## config.mk

```make
export PLATFORM = sky130hd
export DESIGN_NAME = reflet_timer_multi
export DESIGN_NICKNAME = d
export VERILOG_FILES = /design/src/rtl/reflet_timer_multi.sv
export SDC_FILE = /design/constraint.sdc
export NUM_CORES = 1
export LEC_CHECK = 0
export ABC_AREA = 0
export CAP_MARGIN = 20
export CORE_MARGIN = 2
export CORE_UTILIZATION = 60
export DETAILED_ROUTE_END_ITERATION = 7
export PLACE_DENSITY_LB_ADDON = 0.12
export REMOVE_ABC_BUFFERS = 1
export SYNTH_ARGS = -nofsm -noshare
export SYNTH_HDL_FRONTEND = slang
export SYNTH_SLANG_ARGS = --single-unit
```

## constraint.sdc

```tcl
create_clock -name clk -period 4 [get_ports clk]
set_input_delay 0.4 -clock clk [delete_from_list [all_inputs] [get_ports clk]]
set_output_delay 0.4 -clock clk [all_outputs]
set_load 0.05 [all_outputs]
```

## src/rtl/reflet_timer_multi.sv

```systemverilog
// reflet_timer_multi: multi-channel timer on the 8-bit peripheral bus.
// A shared 8-bit prescaler ticks CHANNELS independent WIDTH-bit up-counters.
// Each channel fires when its counter matches its compare value, and the
// maskable pending flags merge into a single interrupt line.
module reflet_timer_multi #(
  parameter int base_addr_size = 16,
  parameter int base_addr      = 0,
  parameter int CHANNELS       = 2,
  parameter int WIDTH          = 16
) (
  input  logic                      clk,
  input  logic                      reset,
  input  logic                      enable,
  output logic                      interrupt,
  input  logic [base_addr_size-1:0] addr,
  input  logic                      write_en,
  input  logic [7:0]                data_in,
  output logic [7:0]                data_out
);

  localparam int          SPAN  = 8 + 8 * CHANNELS;
  localparam int          BYTES = WIDTH / 8;
  localparam logic [31:0] LO    = 32'(base_addr);
  localparam logic [31:0] HI    = 32'(base_addr + SPAN);

  logic [7:0]          prescale;
  logic [7:0]          pcnt;
  logic [CHANNELS-1:0] pending;
  logic [CHANNELS-1:0] mask;
  logic [CHANNELS-1:0] run;
  logic [CHANNELS-1:0] periodic;
  logic [CHANNELS-1:0] fire;
  logic [CHANNELS-1:0] clr;
  logic [WIDTH-1:0]    compare [CHANNELS];
  logic [WIDTH-1:0]    cnt     [CHANNELS];

  logic [31:0] addr32;
  logic [31:0] off;
  logic [31:0] ch_idx;
  logic [31:0] sub;
  logic        sel;
  logic        wr;
  logic        tick;

  // Address decode: offsets are 32-bit so comparisons with loop indices stay width-clean
  always_comb begin
    addr32 = 32'(addr);
    sel    = enable && (addr32 >= LO) && (addr32 < HI);
    off    = addr32 - LO;
    ch_idx = (off - 32'd8) >> 3;
    sub    = off & 32'd7;
    wr     = sel && write_en;
  end

  assign tick = (pcnt == prescale);

  // Channel match detection on the shared tick, plus the write-1-clear mask for STATUS
  always_comb begin
    fire = '0;
    for (int c = 0; c < CHANNELS; c++) begin
      fire[c] = tick && run[c] && (cnt[c] == compare[c]);
    end
    clr = (wr && off == 32'd1) ? data_in[CHANNELS-1:0] : '0;
  end

  // Prescaler: counts 0..prescale, restarting whenever PRESCALE is written
  always_ff @(posedge clk) begin
    if (reset) begin
      prescale <= 8'd0;
      pcnt     <= 8'd0;
    end else if (wr && off == 32'd0) begin
      prescale <= data_in;
      pcnt     <= 8'd0;
    end else if (tick) begin
      pcnt <= 8'd0;
    end else begin
      pcnt <= pcnt + 8'd1;
    end
  end

  // Pending flags and mask; a new fire beats a simultaneous clear
  always_ff @(posedge clk) begin
    if (reset) begin
      pending <= '0;
      mask    <= '0;
    end else begin
      pending <= (pending & ~clr) | fire;
      if (wr && off == 32'd2) begin
        mask <= data_in[CHANNELS-1:0];
      end
    end
  end

  // Per-channel counting and register writes; a CTRL write overrides a same-cycle one-shot stop
  always_ff @(posedge clk) begin
    if (reset) begin
      run      <= '0;
      periodic <= '0;
      for (int c = 0; c < CHANNELS; c++) begin
        cnt[c]     <= '0;
        compare[c] <= '0;
      end
    end else begin
      for (int c = 0; c < CHANNELS; c++) begin
        if (tick && run[c]) begin
          if (cnt[c] == compare[c]) begin
            cnt[c] <= '0;
            if (!periodic[c]) begin
              run[c] <= 1'b0;
            end
          end else begin
            cnt[c] <= cnt[c] + WIDTH'(1);
          end
        end
        if (wr && off >= 32'd8 && ch_idx == 32'(c)) begin
          if (sub == 32'd0) begin
            run[c]      <= data_in[0];
            periodic[c] <= data_in[1];
            cnt[c]      <= '0;
          end
          for (int k = 0; k < BYTES; k++) begin
            if (sub == 32'(k + 1)) begin
              compare[c][8*k +: 8] <= data_in;
            end
          end
        end
      end
    end
  end

  // Read mux: anything unselected, reserved or beyond WIDTH reads as zero
  always_comb begin
    data_out = 8'd0;
    if (sel) begin
      if (off == 32'd0) begin
        data_out = prescale;
      end else if (off == 32'd1) begin
        data_out = 8'(pending);
      end else if (off == 32'd2) begin
        data_out = 8'(mask);
      end else if (off >= 32'd8) begin
        for (int c = 0; c < CHANNELS; c++) begin
          if (ch_idx == 32'(c)) begin
            if (sub == 32'd0) begin
              data_out = {6'd0, periodic[c], run[c]};
            end
            for (int k = 0; k < BYTES; k++) begin
              if (sub == 32'(k + 1)) begin
                data_out = compare[c][8*k +: 8];
              end
            end
          end
        end
      end
    end
  end

  assign interrupt = |(pending & mask);

endmodule

```

==> results.toml, run 1 <==
[pwr]
p_leak_nw = 1.86
irDropWorstVdd_mv = 0.317
p_per_area_nw_per_um2 = 322
fin_total_pwr_mw = 1.82

[final_layout]
drive_above_1_share = 0.0769
final_util = 0.692
insertedDiodeCount = 0
final_cell_mix = "91 x nor2_1, 64 x edfxtp_1, 40 x xor2_1"
layoutNonFillerInstCount = 651
mostFrequentLayoutCell = "nor2_1"
area_growth_pct = 12.4
nets = 573

[global_routing]
antenna_found_initial = 0
grt_usage = 0.287
grt_pass1_wl_mm = 19.7
grt_max_degree = 23
first_global_vias = 3873
overflow = 0

[drt]
drcViolationCount = 0
viasPerCell = 6.13
drtAntennaViolNets = 0
vias = 3990
firstDrtPassIters = 6
drt_iter0_markers = 352
routedWlPerCell_um = 19.4
wirelength_mm = 12.6

[clock_tree]
cts_setup_buffers = 0
cts_root_buf = "clkbuf_8"
clockBufferDepth = 2
clk_pin_slew_ns = 0.09
ctsResizeCount = 0
cts_sinks = 88
clock_latency_ns = 0.36
htreeDepth = 3
cts_tree = "yes"
numCtsBuffers = 9
postCtsHoldBufs = 0

[placed_design]
gp_congestion = 0.917
io_buffers = 36
dp_hpwl_mm = 9.56
place_inst = 636

[timing]
tightest_slew_ns = 0.767
finalSetupTns_ns = 0
hold_viol = 0
setup_viol_count_final = 0
slew-limit-headroom = 0.487
rsz0062_at_grt = "no"
skew_ns = 0.0199
fmax_ghz = 0.308
hold_slack_ns = 0.493
period_share = 0.812
finalMaxSlewViolations = 0
fin_crit_ns = 3.25

[min_path]
hold-path-cell-count = 1
hold_class = "reg2reg"
hold_start = "pcnt[0]$_SDFF_PP0_"
min_to = "pcnt[0]$_SDFF_PP0_"

[floorplanning]
die_x_um = 95.6
initial_core_util = 0.616
die_area_sq_um = 9140
pin_count = 37
dieHeight_um = 95.6
core_sq_um = 8180
num_rows = 33

[setup_path]
required_ns = 3.60
path_max_fanout = 22
reg2reg_to = "cnt[0][7]$_SDFFCE_PP0P_"
startpoint_type = "input pin"
r2r_setup_slack_ns = 1.43
worst_r2r_path_depth = 5
worst_setup_path_end_kind = "output port"
cp_data_arrival_time_ns = 2.85
r2r_start = "prescale[0]$_SDFFE_PP0P_"
crit_type = "in2out"

[yosys]
synthCells = 506
synth_edf_count = 64
avgSynthCellArea_sq_um = 9.95
netlist_area_sq_um = 5030
synth_cell_types = 54
synth-seq-cells = 88
yosysWarnings = 0
ys_seq_area_frac = 0.477
ys.flop_type = "edfxtp_1"
synthArstFlopShare = 0

[run]
cap_violations = 0

[status]
status = "finished, final reports clean"
-- registers in the layout, summed over array words and instances (netlist names) --
register	flops
cnt	32
compare	32
mask	2
pcnt	8
pending	2
periodic	2
prescale	8
run	2
-- worst max-delay path by stage --
stage          cells past startpoint    start     endpoint
2_1_floorplan                      5  addr[5]  data_out[6]
3_3_place_gp                       7  addr[1]  data_out[0]
3_5_place_dp                       7  addr[1]  data_out[1]
4_1_cts                            7  addr[1]  data_out[1]
5_1_grt                            7  addr[1]  data_out[1]
6_report                           7  addr[1]  data_out[1]
-- through the flow --
| step | setup WS, ns | instance area (sq um) |
|---|---|---|
| after floorplan | 0.920 | 4960 |
| after global placement | 0.896 | 5470 |
| after detailed placement | 0.850 | 5470 |
| after CTS | 0.844 | 5660 |
| after global routing | 0.657 | 5660 |
| final | 0.754 | 5660 |
-- routing by layer --
metal	share of wire	up-vias	global-route usage
met5	0	-	0
met4	0.031	0	0.107
met3	0.080	36	0.0530
met2	0.48	164	0.483
met1	0.41	1895	0.369
li1	-	1895	-
-- cells in the mapped netlist (2+ instances only) --
cell type   n  area share
nor2_1     91       0.068
edfxtp_1   64        0.38
xor2_1     40       0.070
xnor2_1    34       0.059
nand3_1    27       0.027
nand2_1    25       0.019
dfxtp_1    24       0.095
a21oi_1    17       0.017
mux2i_1    16       0.032
nand4_1    16       0.020
nand2b_1   15       0.019
o21ai_0    15       0.015
inv_1      14       0.010
nor4_1     11       0.014
clkbuf_1    8      0.0060
nor3_1      7      0.0070
a22o_1      6       0.010
and3_1      5      0.0062
and4_1      5      0.0087
nor2b_1     4      0.0050
o2bb2ai_1   4      0.0070
or3_1       4      0.0050
a21o_1      3      0.0045
a22oi_1     3      0.0045
a32o_1      3      0.0060
buf_1       3      0.0022
ha_1        3      0.0075
nor3b_1     3      0.0045
a2111oi_0   2      0.0035
a21boi_0    2      0.0030
and2_1      2      0.0025
buf_2       2      0.0020
buf_4       2      0.0030
nor4_2      2      0.0050
o211ai_1    2      0.0030
o221a_2     2      0.0045
or2_2       2      0.0025
or4_4       2      0.0045
-- power by group --
group          switching [mW]  internal (mW)  total, mW
Combinational          0.0871         0.0703      0.157
Sequential             0.0363           1.00       1.04
Clock                   0.337          0.289      0.626
-- area by class of cell --
cell class                 instances  area [sq um]
fill                             665          2520
multi-input combinational        388          2500
sequential                        88          2400
timing repair buffer              41           378
tap                              105           131
clock buffer                       9           124
clock inverter                     6          67.6
inverter                          14          52.6
-- worst max-delay path: stages --
cell and delay (ns):
clkdlybuf4s50_1 0.97, nor2b_1 0.61, o2bb2ai_1 0.19, nand3_1 0.10, a21oi_1 0.17, o221a_2 0.21
buf_4 0.19
-- kinds of logic after synthesis --
family,after synthesis,synth area share
flip-flops,88,0.477
adder cells (fa/ha/maj),3,0.00746
XOR/XNOR,74,0.129
AND/OR/NAND/NOR,228,0.234
AO/OA/AOI/OAI,67,0.0950
buffers and inverters,30,0.0259
multiplexers,16,0.0318
Note: power is estimated with default switching activity, not from simulation.
==> run 2, diff against run 1 <==
CORE_UTILIZATION = 59   (was 60)
clock period = 3.11 ns   (was 4 ns; I/O delays follow)
==> run 2 against run 1 <==
Against the previous run: sequential power grew 28%; critical path depth is the same; worst hold slack gained 0.017 ns; clock-buffer cell count is the same; via count grew 0.70%; worst setup slack lost 0.47 ns; clock power grew 49%; total power grew 36%.
==> results.toml, run 2 (same netlist as run 1, synthesis figures left out) <==
[global_routing]
grt_usage = 0.282
grt_max_degree = 18
antenna_found_initial = 0
grt_pass1_wl_mm = 19.4
first_global_vias = 3805
overflow = 0

[setup_path]
r2r_setup_slack_ns = 0.88
cp_data_arrival_time_ns = 2.52
worst_setup_path_end_kind = "output port"
startpoint_type = "input pin"
r2r_start = "cnt[1][2]$_SDFFCE_PP0P_"
required_ns = 2.80
path_max_fanout = 8
worst_r2r_path_depth = 5
crit_type = "in2out"
reg2reg_to = "cnt[1][10]$_SDFFCE_PP0P_"

[clock_tree]
postCtsHoldBufs = 0
numCtsBuffers = 9
cts_sinks = 88
htreeDepth = 3
clk_pin_slew_ns = 0.09
clockBufferDepth = 2
clock_latency_ns = 0.37
cts_tree = "yes"
cts_setup_buffers = 0
ctsResizeCount = 0
cts_root_buf = "clkbuf_8"

[floorplanning]
core_sq_um = 8260
pin_count = 37
die_x_um = 96.4
die_area_sq_um = 9290
num_rows = 33
dieHeight_um = 96.4
initial_core_util = 0.610

[status]
status = "finished, final reports clean"

[final_layout]
area_growth_pct = 16.8
insertedDiodeCount = 0
nets = 583
top_regs = "cnt: 32 flops, compare: 32 flops"
mostFrequentLayoutCell = "nor2_1"
layoutNonFillerInstCount = 662
drive_above_1_share = 0.0952
final_cell_mix = "91 x nor2_1, 64 x edfxtp_1, 40 x xor2_1"

[timing]
finalSetupTns_ns = 0
finalMaxSlewViolations = 0
slew-limit-headroom = 0.569
setup_slack_ns = 0.279
rsz0062_at_grt = "no"
fin_crit_ns = 2.83
fmax_ghz = 0.353
hold_viol = 0
period_share = 0.910
tightest_slew_ns = 0.641
skew_ns = 0.0151
setup_viol_count_final = 0

[drt]
routedWlPerCell_um = 18.4
viasPerCell = 6.07
wirelength_mm = 12.2
drtAntennaViolNets = 0
drcViolationCount = 0
drt_iter0_markers = 290
vias = 4018
firstDrtPassIters = 5

[placed_design]
io_buffers = 36
dp_hpwl_mm = 9.34
gp_congestion = 1.01
pre_cts_slack_ns = 0.178
place_inst = 646

[min_path]
hold-path-cell-count = 1
hold_start = "pcnt[0]$_SDFF_PP0_"
min_to = "pcnt[0]$_SDFF_PP0_"
hold_class = "reg2reg"

[pwr]
fin_total_pwr_mw = 2.48
p_leak_nw = 1.95
p_per_area_nw_per_um2 = 422
irDropWorstVdd_mv = 0.348

[run]
cap_violations = 0
## run 2: cell count changes in the layout (fill, tap and decap cells not counted)
| cell | before | now |
|---|---|---|
| buf_12 | 0 | 8 |
| buf_4 | 13 | 15 |
| clkinvlp_4 | 2 | 1 |
| inv_8 | 0 | 1 |
| o21ai_0 | 15 | 14 |
| clkinv_8 | 0 | 1 |
| bufinv_16 | 1 | 2 |
| clkinv_2 | 1 | 0 |
| o21ai_1 | 0 | 1 |
## run 2: layout make-up
type / count / area (sq um)
fill: 626 / 2380
clock inverter: 7 / 113
clock buffer: 9 / 124
inverter: 14 / 52.6
tap: 105 / 131
sequential: 88 / 2400
multi-input combinational: 388 / 2500
timing repair buffer: 51 / 553
## run 2: worst max path at each step
stage                     cells past startpoint  startpoint           to
after floorplan                               5     addr[5]  data_out[6]
after global placement                        7    addr[14]  data_out[6]
after detailed placement                      7    addr[14]  data_out[6]
after CTS                                     7    addr[14]  data_out[6]
after global routing                          7    addr[14]  data_out[6]
final                                         7    addr[14]  data_out[7]
## run 2: power by group
| group | internal [mW] | switching, mW | total (mW) | leakage [nW] |
|---|---|---|---|---|
| sequential | 1.29 | 0.0414 | 1.33 | 0.827 |
| combinational | 0.0971 | 0.120 | 0.217 | 1.01 |
| clock | 0.471 | 0.460 | 0.931 | 0.115 |
| total | 1.86 | 0.622 | 2.48 | 1.95 |
## run 2: worst max-delay path, cell delays in order
cell and delay (ns):
clkdlybuf4s50_1 0.52, nor4_1 0.53, nand3_1 0.26, nor2_1 0.36, nand2_1 0.11, a21oi_1 0.26
buf_12 0.17
## run 2: metal layers
| layer | track usage | routed length, um | up-vias |
|---|---|---|---|
| li1 | - | - | 1922 |
| met1 | 0.378 | 5250 | 1895 |
| met2 | 0.442 | 5520 | 173 |
| met3 | 0.0532 | 922 | 28 |
| met4 | 0.133 | 476 | 0 |
| met5 | 0 | 0 | - |
## run 2: stage by stage
step           hold WS, ns  cell area [sq um]   util
4_1_cts              0.517               5880  0.712
3_3_place_gp         0.484               5640  0.683
6_report             0.510               5880  0.712
2_1_floorplan        0.380               4960      -
5_1_grt              0.553               5880  0.712
3_5_place_dp         0.495               5640  0.683
==> run 3, diff against run 2 <==
CORE_MARGIN = 5   (was 2)
CORE_UTILIZATION = 40   (was 59)
==> run 3 against run 2 <==
Against the previous run: utilization decreased by 22 points; final area increased by 3.5%; clock skew decreased by 0.0094 ns; cell count increased by 11%; register-to-register slack improved by 0.10 ns; sequential power about the same; global-route usage decreased by 9.1 points; first-iteration DRC count decreased by 14%; largest cell class unchanged.
==> results.toml, run 3 (same netlist as run 1, synthesis figures left out) <==
[drt]
met1_length_mm = 6.16
viasPerCell = 5.31
firstDrtPassIters = 4
topRoutingLayerUsed = "met4"
wl_met3_um = 531
vias = 3894
drcViolationCount = 0
wirelength_mm = 13.3
drtAntennaViolNets = 0
wl_met2_mm = 6.27
drt_iter0_markers = 250
routedWlPerCell_um = 18.1

[final_layout]
nets = 588
mostFrequentLayoutCell = "nor2_1"
insertedDiodeCount = 0
final_cell_mix = "91 x nor2_1, 64 x edfxtp_1, 40 x xor2_1"
area_growth_pct = 20.8
top_regs = "cnt: 32 flops, compare: 32 flops"
drive_above_1_share = 0.101

[setup_path]
crit_type = "in2out"
cp_data_arrival_time_ns = 2.66
critPathSlowestCell = "clkdlybuf4s50_1"
crit_chain = "clkdlybuf4s50_1, or3b_1, a2111oi_4, nand2_2, o211ai_1, nand2_1, buf_12"
r2r_setup_slack_ns = 0.98
worstPathBufferInverterCount = 2
startpoint_type = "input pin"
cpPeakStageDelay_ns = 0.60
worst_setup_path_end_kind = "output port"
path_max_fanout = 8
required_ns = 2.80
crit_family = "compound AO/OA/AOI/OAI gates"

[timing]
finalSetupTns_ns = 0
fmax_ghz = 0.336
rsz0062_at_grt = "no"
skew_ns = 0.00570
hold_slack_ns = 0.497
tightest_slew_ns = 0.562
period_share = 0.957
fin_crit_ns = 2.98
finalMaxSlewViolations = 0
slew-limit-headroom = 0.624
setup_viol_count_final = 0
hold_viol = 0

[pwr]
p_leak_nw = 2.02
p_per_area_nw_per_um2 = 443
irDropWorstVdd_mv = 0.219

[clock_tree]
clk_pin_slew_ns = 0.06
cts_tree = "yes"
clockBufferDepth = 2
cts_setup_buffers = 0
cts_root_buf = "clkbuf_16"
htreeDepth = 3
cts_sinks = 88
numCtsBuffers = 9
clock_latency_ns = 0.35

[global_routing]
first_global_vias = 3851
grt_usage = 0.191
grt_pass1_wl_mm = 21.3
grt_max_degree = 25
antenna_found_initial = 0
overflow = 0

[floorplanning]
core_sq_um = 12500
pin_count = 37
initial_core_util = 0.404
dieHeight_um = 122
num_rows = 41
die_x_um = 122
die_area_sq_um = 14900

[run]
cap_violations = 0

[min_path]
hold_class = "reg2reg"

[placed_design]
gp_congestion = 0.935
io_buffers = 36
dp_hpwl_mm = 10.4

[status]
status = "finished, final reports clean"
run 3: timing repair:
| item | 4_1_cts | 5_1_grt |
|---|---|---|
| endpoints found under the setup margin | 0 | 3 |
| gates resized for setup | 0 | 4 |
| hold buffers | 0 | 0 |
run 3: worst paths after layout:
kind	to	cells past startpoint	start
max	data_out[3]	7	addr[14]
min	pcnt[0]$_SDFF_PP0_	1	pcnt[0]$_SDFF_PP0_
max reg2reg	cnt[0][3]$_SDFFCE_PP0P_	5	prescale[5]$_SDFFE_PP0P_
min reg2reg	pcnt[0]$_SDFF_PP0_	1	pcnt[0]$_SDFF_PP0_
run 3: per-layer routing:
layer / vias to the layer above / GRT usage
met5: - / 0
met4: 0 / 0.0756
met3: 20 / 0.0376
met2: 92 / 0.302
met1: 1845 / 0.257
li1: 1937 / -
run 3: area by class of cell:
cell class | count | area (sq um)
clock buffer | 12 | 289
clock inverter | 4 | 30.0
fill | 1165 | 6380
inverter | 14 | 52.6
multi-input combinational | 388 | 2500
sequential | 88 | 2400
tap | 172 | 215
timing repair buffer | 56 | 591
run 3: where the power goes:
part	internal, mW	switching (mW)	total, mW
registers	1.29	0.0415	1.33
logic	0.0991	0.118	0.217
clock network	0.664	0.477	1.14
run 3: metrics by stage:
stage | util | power [mW] | worst slack [ns] | instance area (sq um) | cells
after floorplan | - | 1.45 | 0.208 | 4960 | 490
after global placement | 0.462 | 1.57 | 0.123 | 5760 | 718
after detailed placement | 0.462 | 1.57 | 0.107 | 5760 | 718
after CTS | 0.488 | 2.71 | 0.114 | 6080 | 734
after global routing | 0.488 | 2.79 | 0.0117 | 6080 | 734
final | 0.488 | 2.69 | 0.134 | 6080 | 734
